--- src/rtl/interrupt_controller.sv ---
// Multi-source interrupt controller: synchronised request lines, edge/level latching,
// fixed priority with nesting, vector address generation and a byte-wide register window.
module interrupt_controller #(
    parameter int unsigned NUM_SRC     = 8,
    parameter logic [15:0] REG_BASE    = 16'hD000,
    parameter logic [15:0] VECTOR_BASE = 16'hFFE0
) (
    input  logic               clk,
    input  logic               reset_n,
    input  logic               ce,
    input  logic [NUM_SRC-1:0] src,
    input  logic [15:0]        addr,
    input  logic [7:0]         din,
    input  logic               wr,
    input  logic               rd,
    input  logic               ack,
    output logic [7:0]         dout,
    output logic               irq_out,
    output logic [15:0]        vec_addr
);

    localparam logic [15:0] SPUR_VEC = VECTOR_BASE + 16'(2 * NUM_SRC);

    logic               rst_meta_q, rst_sync_q;
    logic [NUM_SRC-1:0] sync1_q, sync2_q, prev_q;
    logic [NUM_SRC-1:0] pend_q, pend_d;
    logic [NUM_SRC-1:0] mask_q, mask_d;
    logic [NUM_SRC-1:0] mode_q, mode_d;
    logic [NUM_SRC-1:0] isr_q, isr_d;
    logic [15:0]        vec_q, vec_d;

    logic               sel, wr_en, ack_take;
    logic [NUM_SRC-1:0] wdata, rise, elig, win_oh, pend_clr, eoi;
    logic [2:0]         win_id, cur_id;
    logic               cur_valid, blocked, found, cur_found;

    // Assert immediately, release two clk edges after reset_n rises.
    always_ff @(posedge clk or negedge reset_n) begin
        if (!reset_n) begin
            rst_meta_q <= 1'b0;
            rst_sync_q <= 1'b0;
        end else begin
            rst_meta_q <= 1'b1;
            rst_sync_q <= rst_meta_q;
        end
    end

    always_ff @(posedge clk or negedge rst_sync_q) begin
        if (!rst_sync_q) begin
            sync1_q <= '0;
            sync2_q <= '0;
        end else begin
            sync1_q <= src;
            sync2_q <= sync1_q;
        end
    end

    assign sel      = (addr[15:3] == REG_BASE[15:3]);
    assign wr_en    = ce & wr & sel;
    assign wdata    = din[NUM_SRC-1:0];
    assign rise     = sync2_q & ~prev_q;
    assign ack_take = ack & irq_out;

    // A set ISR bit blocks its own index and every lower-priority one.
    always_comb begin
        blocked = 1'b0;
        elig    = '0;
        found   = 1'b0;
        win_id  = '0;
        win_oh  = '0;
        for (int unsigned i = 0; i < NUM_SRC; i++) begin
            blocked = blocked | isr_q[i];
            elig[i] = pend_q[i] & mask_q[i] & ~blocked;
            if (elig[i] && !found) begin
                found     = 1'b1;
                win_id    = 3'(i);
                win_oh[i] = 1'b1;
            end
        end
    end

    assign irq_out = |elig;

    always_comb begin
        cur_found = 1'b0;
        cur_id    = '0;
        for (int unsigned i = 0; i < NUM_SRC; i++) begin
            if (isr_q[i] && !cur_found) begin
                cur_found = 1'b1;
                cur_id    = 3'(i);
            end
        end
        cur_valid = |isr_q;
    end

    always_comb begin
        pend_clr = (wr_en && addr[2:0] == 3'd0) ? wdata : '0;
        eoi      = (wr_en && addr[2:0] == 3'd3) ? wdata : '0;
        if (ack_take) begin
            pend_clr = pend_clr | win_oh;
        end
        for (int unsigned i = 0; i < NUM_SRC; i++) begin
            pend_d[i] = mode_q[i] ? (rise[i] | (pend_q[i] & ~pend_clr[i])) : sync2_q[i];
        end
        mask_d = (wr_en && addr[2:0] == 3'd1) ? wdata : mask_q;
        mode_d = (wr_en && addr[2:0] == 3'd2) ? wdata : mode_q;
        isr_d  = (isr_q & ~eoi) | (ack_take ? win_oh : '0);
        vec_d  = vec_q;
        if (ack) begin
            vec_d = irq_out ? (VECTOR_BASE + {12'b0, win_id, 1'b0}) : SPUR_VEC;
        end
    end

    always_ff @(posedge clk or negedge rst_sync_q) begin
        if (!rst_sync_q) begin
            prev_q <= '0;
            pend_q <= '0;
            mask_q <= '0;
            mode_q <= '1;
            isr_q  <= '0;
            vec_q  <= SPUR_VEC;
        end else if (ce) begin
            prev_q <= sync2_q;
            pend_q <= pend_d;
            mask_q <= mask_d;
            mode_q <= mode_d;
            isr_q  <= isr_d;
            vec_q  <= vec_d;
        end
    end

    assign vec_addr = vec_q;

    always_comb begin
        dout = '0;
        if (rd && sel) begin
            case (addr[2:0])
                3'd0:    dout = 8'(pend_q);
                3'd1:    dout = 8'(mask_q);
                3'd2:    dout = 8'(mode_q);
                3'd3:    dout = 8'(isr_q);
                3'd4:    dout = {cur_valid, 4'b0, cur_id};
                default: dout = '0;
            endcase
        end
    end

endmodule

--- config.mk ---
export PLATFORM = sky130hd
export DESIGN_NAME = interrupt_controller
export DESIGN_NICKNAME = d
export VERILOG_FILES = /design/src/rtl/interrupt_controller.sv
export SDC_FILE = /design/constraint.sdc
export NUM_CORES = 1
export LEC_CHECK = 0
export CAP_MARGIN = 20
export CORE_MARGIN = 5
export CORE_UTILIZATION = 48
export CTS_CLUSTER_DIAMETER = 150
export DETAILED_ROUTE_END_ITERATION = 8
export DONT_BUFFER_PORTS = 1
export SLEW_MARGIN = 30
export SYNTH_ARGS = -nofsm -noshare
export SYNTH_HDL_FRONTEND = slang
export SYNTH_SLANG_ARGS = --single-unit
--- constraint.sdc ---
create_clock -name clk -period 3.45 [get_ports clk]
set_input_delay 0.5175 -clock clk [delete_from_list [all_inputs] [get_ports clk]]
set_output_delay 0.5175 -clock clk [all_outputs]
set_load 0.1 [all_outputs]
==> impl_metrics.yaml <==
status:
  outcome: "completed"
logic_synthesis:
  yosys-mux-area-fraction_pct: 14.0
  synth_area_leaders: "dfrtp_1 42%, mux2_2 7.9%, dfstp_2 7.5%, mux4_2 5.7%, nand2_1 4.7%"
  synth_top_cell_area_share_pct: 42.3
  ys_seq_elements: 62
  syn-cell-area_um2: 3140
  syn_inst: 274
  ys_types: 55
  synth_edf_count: 0
  synth_fa_ha_area_share_pct: 0
  yosys.area_share.simple_pct: 19.2
  yosys.area.top_type: "dfrtp_1"
  synth_compound_area_share_pct: 11.9
  postSynthAreaPerCell_um2: 11.4
  ys_warn_count: 0
  synth_top_family_by_area: "simple AND/OR/NAND/NOR gates"
  synth_xor_area_share_pct: 0
  synth-seq-area-share_pct: 49.8
  async_reset_ff_share_pct: 100
  synthFlopType: "dfrtp_1"
power:
  power_density_nw_per_um2: 443
  p_total_w: 0.00153
  peakVddDrop_uv: 289
  p_leak_nw: 1.44
worst_hold_path:
  hold_path.class: "in -> reg"
  min_to: "sync1_q[5]$_DFF_PN0_"
  whs_path_depth: 0
  hp-start: "src[5]"
timing:
  min_period_ns: 2.73
  slew_viol_final: 0
  hold_viol_final: 0
  tightest_slew_ns: 0.911
  fmax_mhz: 367
  tns_ns: 0
  setup_violations: 0
  post-route-period-util_pct: 79.0
  rsz0062_at_grt: "no"
  skew_ns: 0.00786
  relSlewSlack_pct: 39.3
worst_setup_path:
  end_kind: "primary output"
  worstReg2RegStart: "isr_q[3]$_DFFE_PN0P_"
  r2r-end: "pend_q[7]$_DFFE_PN0P_"
  critPathArrivalTime_ns: 2.21
  cp_max_fo: 7
  critical_path_class: "reg -> out"
  critical_path_required_ns: 2.93
  crit_path_start_kind: "flop"
  r2r_slack_ns: 1.09
  r2r_cells: 5
layout:
  final_common_cell: "dfrtp_1"
  ff_latch_area_um2: 1570
  diodes: 0
  area_delta_synth_final_pct: 10.1
  fillers: 575
  final_cell_mix: "52 x dfrtp_1, 39 x nand2_1, 22 x mux2_2, 13 x conb_1, 11 x buf_4"
  drive_gt1_share_pct: 30.4
  multiInputGateArea_um2: 1490
  fin_nets: 326
routing:
  drc: 0
  dr_total_vias: 2178
  drt_iter0_drc: 137
  viasPerCell: 5.89
  drtPass1Iterations: 4
  antenna_left: 0
  routed_wl_mm: 6.96
  wl_per_cell_um: 18.8
cts:
  cts_buffers: 9
  cts_max_path_buffers: 2
  cts-root-buf: "clkbuf_8"
  clock-sinks: 62
  clock_latency_ns: 0.34
  clkSlewWorstSetupHoldPaths_ns: 0.07
  h-tree-depth: 3
  cts_tree: "done"
global_routing:
  grt_pass1_vias: 2204
  grt_max_degree: 46
  antenna_found_initial: 0
  overflow: 0
  track_usage_pct: 18.2
  grt_pass1_wl_mm: 11.7
floorplanning:
  coreArea_um2: 6350
  boundaryPins: 63
  dieHeight_um: 90.8
  die-width_um: 90.8
  start_util_pct: 49.4
  dieArea_um2: 8250
  rows: 29
flow_run:
  max_cap_violations: 0
place:
  portBuffers: 0
  dpl.hpwl_mm: 4.92
  gp_congestion: 0.839
[cells in the mapped netlist, types with 4 or more instances]
library cell,number
inv_1,7
dfrtp_1,53
o2bb2ai_1,4
o21ai_0,8
and2_1,4
nand2b_1,4
buf_4,13
mux4_2,8
nand2_1,39
clkbuf_1,6
nand3_1,6
a21oi_1,12
dfstp_2,9
nor2b_1,9
mux2_2,22
nor2_1,10
[layer usage]
metal / wire (um) / GRT usage, % / share of wire [%]
met1: 3140 / 24.5 / 45
met2: 3190 / 27.3 / 46
met3: 529 / 5.92 / 7.6
met4: 104 / 6.60 / 1.5
met5: 0 / 0 / 0
[state kept, by name, indices dropped and copies added (netlist names)]
register and flops:
rst_meta_q 1, rst_sync_q 1, isr_q 8, sync2_q 8
pend_q 8, vec_addr 4, mode_q 8, mask_q 8
sync1_q 8, prev_q 8
[worst max-delay path, cell delays in order (launching register included)]
cell       delay (ns)
dfrtp_1          0.46
nor4bb_1         0.64
o311ai_0         0.29
nand4bb_1        0.16
buf_4            0.31
[how the worst max path moves through the flow]
stage / startpoint / endpoint / cells after the start / slack, ns
after floorplan: addr[4] / dout[0] / 4 / 0.10
after global routing: isr_q[3]$_DFFE_PN0P_ / dout[7] / 5 / 0.52
after global placement: addr[10] / dout[4] / 5 / 0.95
after CTS: isr_q[3]$_DFFE_PN0P_ / dout[0] / 6 / 0.70
after detailed placement: addr[10] / dout[5] / 5 / 0.93
final: isr_q[6]$_DFFE_PN0P_ / irq_out / 4 / 0.72
[cell families (layout without fill, tap and decap cells)]
| group | count (synthesis) | count (layout) |
|---|---|---|
| simple gates | 100 | 100 |
| flops | 62 | 62 |
| buf+inv | 27 | 35 |
| mux | 31 | 31 |
| other cells | 2 | 13 |
| compound gates | 52 | 52 |
[area by class of cell]
class                           instances  share of cell area, %
Clock inverter                          4                   1.38
Clock buffer                           12                   3.91
Tap cell                               77                   2.79
Inverter                                7                  0.761
Sequential cell                        62                   45.4
Timing Repair Buffer                   12                   2.68
Multi-Input combinational cell        196                   43.1
[stage by stage]
stage	instance area [um^2]	setup slack [ns]	hold WS [ns]	utilization, %	std cells
2_1_floorplan	3180	0.103	0.222	-	285
3_3_place_gp	3260	0.947	0.222	51.3	353
3_5_place_dp	3260	0.929	0.222	51.3	353
4_1_cts	3450	0.704	0.185	54.4	370
5_1_grt	3450	0.515	0.178	54.4	370
6_report	3450	0.724	0.205	54.4	370
[repair_timing]
| item | 4_1_cts | 5_1_grt |
|---|---|---|
| hold buffers | 1 | 0 |
| hold endpoints to repair | 2 | 0 |
| gates resized for setup | 0 | 0 |
| setup buffers | 0 | 0 |
[power by group]
group | leakage (nW) | internal (W) | switching, W
combinational | 0.597 | 0.0000366 | 0.0000785
sequential | 0.754 | 0.000760 | 0.0000487
clock | 0.0904 | 0.000332 | 0.000275
total | 1.44 | 0.00113 | 0.000402
Power figures use the tool's default switching activity.
